$ cat config.mk
export PLATFORM = sky130hd
export DESIGN_NAME = mmio_bridge_flat
export DESIGN_NICKNAME = d
export VERILOG_FILES = /design/src/rtl/mmio_bridge_if.sv /design/src/rtl/mmio_bridge.sv /design/src/flat_wrapper.sv
export SDC_FILE = /design/constraint.sdc
export NUM_CORES = 1
export LEC_CHECK = 0
export ABC_CLOCK_PERIOD_IN_PS = 6800
export CORE_MARGIN = 2
export CORE_UTILIZATION = 45
export DETAILED_ROUTE_END_ITERATION = 10
export HOLD_SLACK_MARGIN = 0.12
export PLACE_DENSITY = 0.75
export SKIP_LAST_GASP = 1
export SLEW_MARGIN = 20
export SYNTH_ARGS = -nofsm -noshare
export SYNTH_HDL_FRONTEND = slang
export SYNTH_SLANG_ARGS = --single-unit
export TNS_END_PERCENT = 20
$ cat constraint.sdc
create_clock -name clk_in -period 6.8 [get_ports clk_in]
set_input_delay 0.68 -clock clk_in [delete_from_list [all_inputs] [get_ports clk_in]]
set_output_delay 0.68 -clock clk_in [all_outputs]
set_load 0.01 [all_outputs]
$ cat src/rtl/mmio_bridge_if.sv
// CPU-side, RAM-side and UART-side signal bundle of the MMIO bridge.
// The bridge connects through the slave modport and its environment through the master modport.
interface mmio_bridge_if #(
  parameter int RAM_AW = 17
);
  logic [31:0]       cpu_a;
  logic              cpu_wr;
  logic [7:0]        cpu_dout;
  logic [7:0]        cpu_din;
  logic              io_buffer_full;
  logic [RAM_AW-1:0] ram_a;
  logic              ram_we;
  logic [7:0]        ram_wdata;
  logic [7:0]        ram_rdata;
  logic [7:0]        tx_data;
  logic              tx_valid;
  logic              tx_ready;
  logic [7:0]        rx_data;
  logic              rx_empty;
  logic              rx_pop;
  logic              program_finish;
  logic              dbg_overflow;

  modport slave (
    input  cpu_a, cpu_wr, cpu_dout, ram_rdata, tx_ready, rx_data, rx_empty,
    output cpu_din, io_buffer_full, ram_a, ram_we, ram_wdata, tx_data, tx_valid,
           rx_pop, program_finish, dbg_overflow
  );

  modport master (
    output cpu_a, cpu_wr, cpu_dout, ram_rdata, tx_ready, rx_data, rx_empty,
    input  cpu_din, io_buffer_full, ram_a, ram_we, ram_wdata, tx_data, tx_valid,
           rx_pop, program_finish, dbg_overflow
  );
endinterface

$ cat src/rtl/mmio_bridge.sv
// Byte-bus bridge: routes CPU accesses to RAM or I/O (UART TX FIFO, RX pop, cycle counter, stop flag).
// Optional MMIO_TX_STATS_EN adds an accepted-TX-byte counter at 0x30008 and the overflow flag at 0x3000C.
module mmio_bridge #(
  parameter int TX_DEPTH    = 16,
  parameter int FULL_MARGIN = 4,
  parameter int RAM_AW      = 17
) (
  input  logic         clk_in,
  input  logic         rst_in,
  input  logic         rdy_in,
  mmio_bridge_if.slave bus
);

  localparam int PW = $clog2(TX_DEPTH);
  localparam int CW = PW + 1;
  localparam logic [CW-1:0] DEPTH_C  = CW'(TX_DEPTH);
  localparam logic [CW-1:0] FULL_THR = CW'(TX_DEPTH - FULL_MARGIN);

  typedef enum logic [3:0] {
    SEL_ZERO, SEL_RAM, SEL_RX,
    SEL_CNT0, SEL_CNT1, SEL_CNT2, SEL_CNT3,
    SEL_TXC0, SEL_TXC1, SEL_TXC2, SEL_TXC3, SEL_OVF
  } sel_t;

  sel_t          sel, sel_next;
  logic [7:0]    rx_byte;
  logic [31:0]   counter, snapshot;
  logic [7:0]    fifo_mem [TX_DEPTH];
  logic [PW-1:0] head, tail;
  logic [CW-1:0] count, count_next;
  logic          overflow, stop_pending, finish, ibf;

  // ---------------- decode ----------------
  logic       active, is_io, io_lo, rd, wr;
  logic [3:0] off;
  logic       rd_rx, rd_cnt, wr_tx, wr_stop;
  logic       unused_a;

  assign active   = rdy_in && !rst_in;
  assign is_io    = bus.cpu_a[17:16] == 2'b11;
  assign io_lo    = bus.cpu_a[15:4] == 12'h000;
  assign off      = bus.cpu_a[3:0];
  assign rd       = active && !bus.cpu_wr;
  assign wr       = active && bus.cpu_wr;
  assign rd_rx    = rd && is_io && io_lo && (off == 4'h0);
  assign rd_cnt   = rd && is_io && io_lo && (off == 4'h4);
  assign wr_tx    = wr && is_io && io_lo && (off == 4'h0) && (bus.cpu_dout != 8'h00);
  assign wr_stop  = wr && is_io && io_lo && (off == 4'h4);
  assign unused_a = ^bus.cpu_a[31:18];

  assign bus.ram_a     = bus.cpu_a[RAM_AW-1:0];
  assign bus.ram_wdata = bus.cpu_dout;
  assign bus.ram_we    = wr && !is_io;
  assign bus.rx_pop    = rd_rx && !bus.rx_empty;

  // Read target is captured at the access so every read returns one cycle later.
  always_comb begin
    sel_next = SEL_ZERO;
    if (!bus.cpu_wr) begin
      if (!is_io) begin
        sel_next = SEL_RAM;
      end else if (io_lo) begin
        case (off)
          4'h0: sel_next = bus.rx_empty ? SEL_ZERO : SEL_RX;
          4'h4: sel_next = SEL_CNT0;
          4'h5: sel_next = SEL_CNT1;
          4'h6: sel_next = SEL_CNT2;
          4'h7: sel_next = SEL_CNT3;
`ifdef MMIO_TX_STATS_EN
          4'h8: sel_next = SEL_TXC0;
          4'h9: sel_next = SEL_TXC1;
          4'hA: sel_next = SEL_TXC2;
          4'hB: sel_next = SEL_TXC3;
          4'hC: sel_next = SEL_OVF;
`endif
          default: sel_next = SEL_ZERO;
        endcase
      end
    end
  end

  always_ff @(posedge clk_in) begin
    if (rst_in) begin
      sel      <= SEL_ZERO;
      rx_byte  <= 8'h00;
      counter  <= 32'h0;
      snapshot <= 32'h0;
    end else if (rdy_in) begin
      sel     <= sel_next;
      counter <= counter + 32'h1;
      if (bus.rx_pop) rx_byte <= bus.rx_data;
      if (rd_cnt) snapshot <= counter;
    end
  end

  // ---------------- TX FIFO ----------------
  // Handshake: a byte moves on a rising edge with tx_valid && tx_ready; tx_data is the head
  // entry and stays stable until that edge. tx_valid drops while rdy_in is low (bridge frozen).
  logic empty, full, pop, push_req, push, drop;
  logic [7:0] push_data;

  assign empty     = count == '0;
  assign full      = count == DEPTH_C;
  assign pop       = active && !empty && bus.tx_ready;
  assign push_req  = wr_tx || wr_stop;
  assign push      = push_req && (!full || pop);
  assign drop      = push_req && full && !pop;
  assign push_data = wr_stop ? 8'h00 : bus.cpu_dout;

  always_comb begin
    count_next = count;
    case ({push, pop})
      2'b10:   count_next = count + 1'b1;
      2'b01:   count_next = count - 1'b1;
      default: count_next = count;
    endcase
  end

  always_ff @(posedge clk_in) begin
    if (push) fifo_mem[tail] <= push_data;
  end

  always_ff @(posedge clk_in) begin
    if (rst_in) begin
      head         <= '0;
      tail         <= '0;
      count        <= '0;
      ibf          <= 1'b0;
      overflow     <= 1'b0;
      stop_pending <= 1'b0;
      finish       <= 1'b0;
    end else begin
      if (push) tail <= tail + 1'b1;
      if (pop)  head <= head + 1'b1;
      count <= count_next;
      ibf   <= count_next >= FULL_THR;
      if (drop)    overflow     <= 1'b1;
      if (wr_stop) stop_pending <= 1'b1;
      if (rdy_in && stop_pending && empty) finish <= 1'b1;
    end
  end

  assign bus.tx_valid       = active && !empty;
  assign bus.tx_data        = fifo_mem[head];
  assign bus.io_buffer_full = ibf;
  assign bus.program_finish = finish;
  assign bus.dbg_overflow   = overflow;

`ifdef MMIO_TX_STATS_EN
  logic [31:0] tx_acc, tx_acc_snap;
  logic        rd_stats;
  assign rd_stats = rd && is_io && io_lo && (off == 4'h8);

  always_ff @(posedge clk_in) begin
    if (rst_in) begin
      tx_acc      <= 32'h0;
      tx_acc_snap <= 32'h0;
    end else begin
      if (push)     tx_acc      <= tx_acc + 32'h1;
      if (rd_stats) tx_acc_snap <= tx_acc;
    end
  end
`endif

  // ---------------- read return ----------------
  always_comb begin
    bus.cpu_din = 8'h00;
    case (sel)
      SEL_RAM:  bus.cpu_din = bus.ram_rdata;
      SEL_RX:   bus.cpu_din = rx_byte;
      SEL_CNT0: bus.cpu_din = snapshot[7:0];
      SEL_CNT1: bus.cpu_din = snapshot[15:8];
      SEL_CNT2: bus.cpu_din = snapshot[23:16];
      SEL_CNT3: bus.cpu_din = snapshot[31:24];
`ifdef MMIO_TX_STATS_EN
      SEL_TXC0: bus.cpu_din = tx_acc_snap[7:0];
      SEL_TXC1: bus.cpu_din = tx_acc_snap[15:8];
      SEL_TXC2: bus.cpu_din = tx_acc_snap[23:16];
      SEL_TXC3: bus.cpu_din = tx_acc_snap[31:24];
      SEL_OVF:  bus.cpu_din = {7'h00, overflow};
`endif
      default:  bus.cpu_din = 8'h00;
    endcase
  end

endmodule
$ cat src/flat_wrapper.sv
// flat-port wrapper written by rule: the top's interface ports become plain ports
module mmio_bridge_flat 
#(
  parameter int TX_DEPTH    = 16,
  parameter int FULL_MARGIN = 4,
  parameter int RAM_AW      = 17
)
  (clk_in, rst_in, rdy_in, bus_cpu_a, bus_cpu_wr, bus_cpu_dout, bus_ram_rdata, bus_tx_ready, bus_rx_data, bus_rx_empty, bus_cpu_din, bus_io_buffer_full, bus_ram_a, bus_ram_we, bus_ram_wdata, bus_tx_data, bus_tx_valid, bus_rx_pop, bus_program_finish, bus_dbg_overflow);
  mmio_bridge_if #(.RAM_AW(RAM_AW)) bus_i ();
  input  logic clk_in;
  input  logic rst_in;
  input  logic rdy_in;
  input wire logic [$bits(bus_i.cpu_a)-1:0] bus_cpu_a;
  input wire logic [$bits(bus_i.cpu_wr)-1:0] bus_cpu_wr;
  input wire logic [$bits(bus_i.cpu_dout)-1:0] bus_cpu_dout;
  input wire logic [$bits(bus_i.ram_rdata)-1:0] bus_ram_rdata;
  input wire logic [$bits(bus_i.tx_ready)-1:0] bus_tx_ready;
  input wire logic [$bits(bus_i.rx_data)-1:0] bus_rx_data;
  input wire logic [$bits(bus_i.rx_empty)-1:0] bus_rx_empty;
  output wire logic [$bits(bus_i.cpu_din)-1:0] bus_cpu_din;
  output wire logic [$bits(bus_i.io_buffer_full)-1:0] bus_io_buffer_full;
  output wire logic [$bits(bus_i.ram_a)-1:0] bus_ram_a;
  output wire logic [$bits(bus_i.ram_we)-1:0] bus_ram_we;
  output wire logic [$bits(bus_i.ram_wdata)-1:0] bus_ram_wdata;
  output wire logic [$bits(bus_i.tx_data)-1:0] bus_tx_data;
  output wire logic [$bits(bus_i.tx_valid)-1:0] bus_tx_valid;
  output wire logic [$bits(bus_i.rx_pop)-1:0] bus_rx_pop;
  output wire logic [$bits(bus_i.program_finish)-1:0] bus_program_finish;
  output wire logic [$bits(bus_i.dbg_overflow)-1:0] bus_dbg_overflow;
  assign bus_i.cpu_a = bus_cpu_a;
  assign bus_i.cpu_wr = bus_cpu_wr;
  assign bus_i.cpu_dout = bus_cpu_dout;
  assign bus_i.ram_rdata = bus_ram_rdata;
  assign bus_i.tx_ready = bus_tx_ready;
  assign bus_i.rx_data = bus_rx_data;
  assign bus_i.rx_empty = bus_rx_empty;
  assign bus_cpu_din = bus_i.cpu_din;
  assign bus_io_buffer_full = bus_i.io_buffer_full;
  assign bus_ram_a = bus_i.ram_a;
  assign bus_ram_we = bus_i.ram_we;
  assign bus_ram_wdata = bus_i.ram_wdata;
  assign bus_tx_data = bus_i.tx_data;
  assign bus_tx_valid = bus_i.tx_valid;
  assign bus_rx_pop = bus_i.rx_pop;
  assign bus_program_finish = bus_i.program_finish;
  assign bus_dbg_overflow = bus_i.dbg_overflow;
  mmio_bridge #(.TX_DEPTH(TX_DEPTH), .FULL_MARGIN(FULL_MARGIN), .RAM_AW(RAM_AW)) u_core (.clk_in(clk_in), .rst_in(rst_in), .rdy_in(rdy_in), .bus(bus_i));
endmodule
# == Word-level counts from Yosys, hierarchy flattened ==
# Memories as Yosys holds them, arrays and structs flattened. A register that Yosys moved wholly into a read port is not among the register bits.
# Cells that the tools add are included.
# W data, S select, Z words.
# classes
n_eq_ne,14
order_cmp,1
mux,12
n_reduce_logical,36
n_addsub,5
# op_table
operator,count
$pmux W8 S6,1
$add A32 B1 Y32 const B,1
$eq A4 B3 Y1 const B,7
$logic_and A1 B1 Y1,21
$mux W4,5
$pmux W4 S5,1
$logic_not A12 Y1,1
$pmux W5 S2,1
$add A4 B1 Y4 const B,2
$eq A4 B2 Y1 const B,2
$mux W8,1
$reduce_bool A8 Y1,1
$logic_not A1 Y1,7
$add A5 B1 Y5 const B,1
$eq A5 B5 Y1 const B,1
$ge A5 B4 Y1 const B,1
$logic_not A5 Y1,1
$sub A5 B1 Y5 const B,1
$eq A2 B2 Y1 const B,2
$eq A4 B1 Y1 const B,1
$logic_not A4 Y1,1
$reduce_and A2 Y1,2
$eq A2 B1 Y1 const B,1
$logic_or A1 B1 Y1,2
2 further kinds,3
# word_totals
word_cells,80
n_memories,1
register_bits,93
mem_bits_rw,128
# memory_table
memory,depth,word_bits,read_ports,rd_clocked_by_memory_dff,wr,line,rtl
u_core.fifo_mem,16,8,1,1,1,mmio_bridge.sv:28,logic [7:0] fifo_mem [TX_DEPTH];

# == Depth between registers and ports, before layout ==
# logic_depth
depth_word,12
depth_mapped,15
ltp_nobuf,12

# == Least setup slack after synthesis ==
# Ideal clock, no wire load.
# synth_path
path_type,in2reg
startpoint,input port bus_cpu_dout[4]
endpoint,"register u_core.ibf, in the netlist u_core.bus.io_buffer_full"
setup_ns,0.134
path_buffers,2
required_time_ns,6.666
arrival_time_ns,3.412
path_slack_ns,3.255
cell_stages,14
cell_sequence,or4_1 -> nor4_2 -> nor4_2 -> buf_6 -> inv_1 -> ha_1 -> clkbuf_1 -> xor2_1 -> ha_1 -> or3b_2 -> o2111ai_1 -> a21oi_1 -> xnor2_1 -> o22ai_1
# synth_between
elab_chain_cells,7
word_cells_on_any_way,8
# synth_rtl
item,line,rtl
start: declaration,flat_wrapper.sv:15,input wire logic [$bits(bus_i.cpu_dout)-1:0] bus_cpu_dout;
$reduce_bool A8 Y1 *,mmio_bridge.sv:47,assign wr_tx = wr && is_io && io_lo && (off == 4'h0) && (bus.cpu_dout != 8'h00);
$logic_and A1 B1 Y1 *,mmio_bridge.sv:47,
$logic_or A1 B1 Y1 *,mmio_bridge.sv:105,assign push_req = wr_tx || wr_stop;
$logic_and A1 B1 Y1 *,mmio_bridge.sv:106,assign push = push_req && (!full || pop);
$eq A2 B1 Y1 / $eq A2 B2 Y1 (equally long branches),mmio_bridge.sv:112,"case ({push, pop})"
$pmux W5 S2 *,mmio_bridge.sv:112,
$ge A5 B4 Y1 *,mmio_bridge.sv:136,ibf <= count_next >= FULL_THR;
end signal: assignment,mmio_bridge.sv:128,ibf <= 1'b0;
end signal: assignment,mmio_bridge.sv:136,
end: declaration,mmio_bridge.sv:31,"logic overflow, stop_pending, finish, ibf;"
# Mark *: on every way between the ends. The rest lies on a longest branch, timed or not.
# A chain may end at the register's enable or synchronous reset.

# == Final worst setup path ==
# layout_path
startpoint,input port rdy_in
endpoint,"register u_core.ibf, in the netlist u_core.bus.io_buffer_full"
# layout_between
elab_chain_cells,11
word_cells_on_any_way,16
# layout_rtl
item,line,rtl
start: declaration,flat_wrapper.sv:12,input logic rdy_in;
$logic_and A1 B1 Y1 *,mmio_bridge.sv:39,assign active = rdy_in && !rst_in;
$logic_and A1 B1 Y1,mmio_bridge.sv:44,assign wr = active && bus.cpu_wr;
$logic_and A1 B1 Y1 (2 in series),"mmio_bridge.sv:47, mmio_bridge.sv:48",
$logic_and A1 B1 Y1 (2 in series),mmio_bridge.sv:47,
$logic_or A1 B1 Y1,mmio_bridge.sv:105,
$logic_and A1 B1 Y1,mmio_bridge.sv:106,
$eq A2 B1 Y1 / $eq A2 B2 Y1 (equally long branches),mmio_bridge.sv:112,
$pmux W5 S2 *,mmio_bridge.sv:112,
$ge A5 B4 Y1 *,mmio_bridge.sv:136,
# Marks and branches as above.

==> flow_metrics.py <==
metrics = {
    "run_status": {
        "status": "finished clean",
    },
    "synthesis": {
        "seq_area_frac_synth_pct": 60.0,
        "postSynthCellCount": 724,
        "synth_cell_types": 51,
        "synth_seq_cells": 224,
        "async_flop_share_pct": 0,
        "syn-cell-area_um2": 9610,
        "syn_avg_cell_area_um2": 13.3,
        "synth_nets": 795,
        "synth_warnings": 0,
        "synth_edf_count": 128,
        "ys.flop_type": "edfxtp_1",
    },
    "critical_path": {
        "arrival_ns": 4.27,
        "path_delay_family": "simple AND/OR/NAND/NOR gates",
        "worstPathRequired_ns": 7.14,
        "crit_path_end_kind": "flip-flop",
        "crit_slowest_cell": "clkdlybuf4s50_1",
        "startpoint_type": "input pin",
        "cpMostUsedCell": "ha_1",
        "cp_num_buf_inv": 3,
        "path_max_fanout": 17,
        "crit_chain": "clkdlybuf4s50_1, nor4b_2, nand4b_1, nor4_2, buf_4, inv_1, ha_1, xor2_1, ha_1, or3b_2, o2111ai_1, a21oi_1, xnor2_1, o22ai_1",
        "path_class": "input pin to flip-flop",
        "timing.critical_path.slowest_cell_delay_ns": 0.82,
    },
    "grt": {
        "grt_pass1_vias": 5809,
        "antenna_found_initial": 0,
        "overflow": 0,
        "grt_max_degree": 55,
        "grt_pass1_wl_mm": 31.9,
        "grt_usage_pct": 18.4,
    },
    "layout": {
        "design_area_um2": 11400,
        "n_fill_cell": 1722,
        "diodes": 0,
        "drive_above_1_share_pct": 13.1,
        "syn_to_final_growth_pct": 18.2,
        "fin_nets": 859,
        "final_common_cell": "edfxtp_1",
        "final_cell_mix": "edfxtp_1, nor2_1, dfxtp_1",
    },
    "timing": {
        "fin_ws_ns": 2.88,
        "layout_min_cycle_time_ns": 3.92,
        "drv_slew": 0,
        "rsz0062_at_grt": "no",
        "relSlewSlack_pct": 36.0,
        "fin_crit_sh_pct": 57.7,
        "setup_viol": 0,
        "fmax_ghz": 0.255,
        "tightest_slew_ns": 0.957,
        "holdWs_ns": 0.459,
        "finalHoldViolCount": 0,
        "skew_ns": 0.0170,
        "fin_tns_setup_ns": 0,
    },
    "power_and_ir_drop": {
        "ir_drop_mv": 0.202,
        "total_power_mw": 2.80,
        "p_per_area_nw_per_um2": 247,
        "leakagePower_nw": 3.68,
    },
    "detailed_routing": {
        "drc": 0,
        "routed_wirelength_mm": 20.2,
        "drt-pass1-iter-count": 4,
        "ant_nets": 0,
        "num_vias": 5818,
        "drtIter0Drc": 407,
        "avgRoutedWirePerCell_um": 18.7,
        "vias_per_cell": 5.39,
    },
    "cts": {
        "cts.sinks": 224,
        "root_buffer": "clkbuf_16",
        "cts-buffers-inserted": 22,
        "post_cts_resized": 0,
        "clkTransAtPathRegs_ns": 0.06,
        "postCtsHoldBufs": 0,
        "ctsHtreeMaxLevel": 1,
        "worstSkewPairLatency_ns": 0.51,
        "cts_tree": "built",
        "clock_path_buffers": 3,
        "cts_setup_buffers": 0,
    },
    "floorplanning": {
        "dieHeight_um": 150,
        "initial_utilization_pct": 45.7,
        "fp.coreArea_um2": 21000,
        "io_pins": 109,
        "rows": 53,
        "dieArea_um2": 22500,
        "die_w_um": 150,
    },
    "run": {
        "drv_cap": 0,
    },
    "placed_design": {
        "post_dp_cell_area_um2": 10600,
        "post-place-ws_ns": 2.37,
        "numPortBuffers": 94,
        "place_hpwl_mm": 13.2,
        "gp_congestion": 0.801,
    },
    "hold_path": {
        "hold_path_class": "flip-flop to flip-flop",
    },
}
[cell usage after synthesis (all sizes together), types with 4 or more instances]
master / number / share of area (%)
nor2b: 7 / 0.46
nand3: 17 / 0.89
or3: 4 / 0.26
o21ai: 5 / 0.26
inv: 11 / 0.43
nor2: 108 / 4.2
and3: 8 / 0.52
clkbuf: 22 / 0.86
nor4: 10 / 1.0
and2: 11 / 0.72
mux4: 40 / 9.4
nand2: 22 / 0.86
dfxtp: 96 / 20
edfxtp: 128 / 40
ha: 9 / 1.2
a221oi: 8 / 0.73
mux2i: 50 / 5.2
a21oi: 26 / 1.4
buf: 41 / 3.0
xor2: 28 / 2.6
nor3: 9 / 0.59
nor3b: 4 / 0.36
nand4: 17 / 1.2
mux2: 5 / 0.59
xnor2: 10 / 0.91
[routing by layer]
layer | global-route usage, % | routed length, um | part of all wire, %
met2 | 32.9 | 10600 | 53
met4 | 4.81 | 461 | 2.3
met5 | 0 | 0 | 0
met1 | 23.4 | 8310 | 41
met3 | 2.67 | 805 | 4.0
[worst reg2reg max path, delay by kind of cell, from the launching register on]
family	cells	cell delay [ns]
AO/OA/AOI/OAI	3	0.32
buffers and inverters	2	0.28
adder cells (fa/ha/maj)	2	0.53
XOR/XNOR	2	0.37
flip-flops	1	0.38
AND/OR/NAND/NOR	4	1.30
[worst paths after layout]
kind,startpoint,end,depth (start not counted),slack [ns]
max,rdy_in,u_core.bus.io_buffer_full,14,2.88
min,u_core.stop_pending,u_core.stop_pending,2,0.46
max reg2reg,u_core.count[1],u_core.bus.io_buffer_full,13,3.47
min reg2reg,u_core.stop_pending,u_core.stop_pending,2,0.46
[state kept, by name, indices dropped and copies added, names as in the netlist, named ones only]
name                       count
u_core.bus.program_finish      1
u_core.rx_byte                 8
u_core.bus.io_buffer_full      1
u_core.fifo_mem              128
u_core.tail                    4
u_core.stop_pending            1
u_core.head                    4
u_core.counter                32
u_core.bus.dbg_overflow        1
u_core.snapshot               32
u_core.sel                     3
u_core.count                   5
[where the power goes]
group	switching, mW	internal, mW	total, mW
Combinational	0.0471	0.0505	0.0975
Clock	0.507	0.761	1.27
Sequential	0.00321	1.43	1.43
[area by class of cell]
class / count / area, um2 / share of cell area [%]
Timing Repair Buffer: 103 / 1000 / 8.84
Multi-Input combinational cell: 426 / 3440 / 30.3
Clock buffer: 25 / 572 / 5.03
Inverter: 11 / 41.3 / 0.364
Tap cell: 275 / 344 / 3.03
Clock inverter: 15 / 189 / 1.66
Sequential cell: 224 / 5770 / 50.8
[per-stage QoR]
| step | util (%) | instances |
|---|---|---|
| 5_1_grt | 54.0 | 1079 |
| 6_report | 54.0 | 1079 |
| 4_1_cts | 54.0 | 1079 |
| 2_1_floorplan | - | 724 |
| 3_3_place_gp | 50.4 | 1039 |
| 3_5_place_dp | 50.4 | 1039 |
[cell families after synthesis]
kind of cell / Yosys count / share of synthesized area (%)
AND/OR/NAND/NOR: 228 / 12.1
flip-flops: 224 / 60.0
multiplexers: 95 / 15.2
buffers and inverters: 74 / 4.31
AO/OA/AOI/OAI: 56 / 3.75
XOR/XNOR: 38 / 3.46
adder cells (fa/ha/maj): 9 / 1.17
Note: power is estimated with default switching activity, not from simulation.
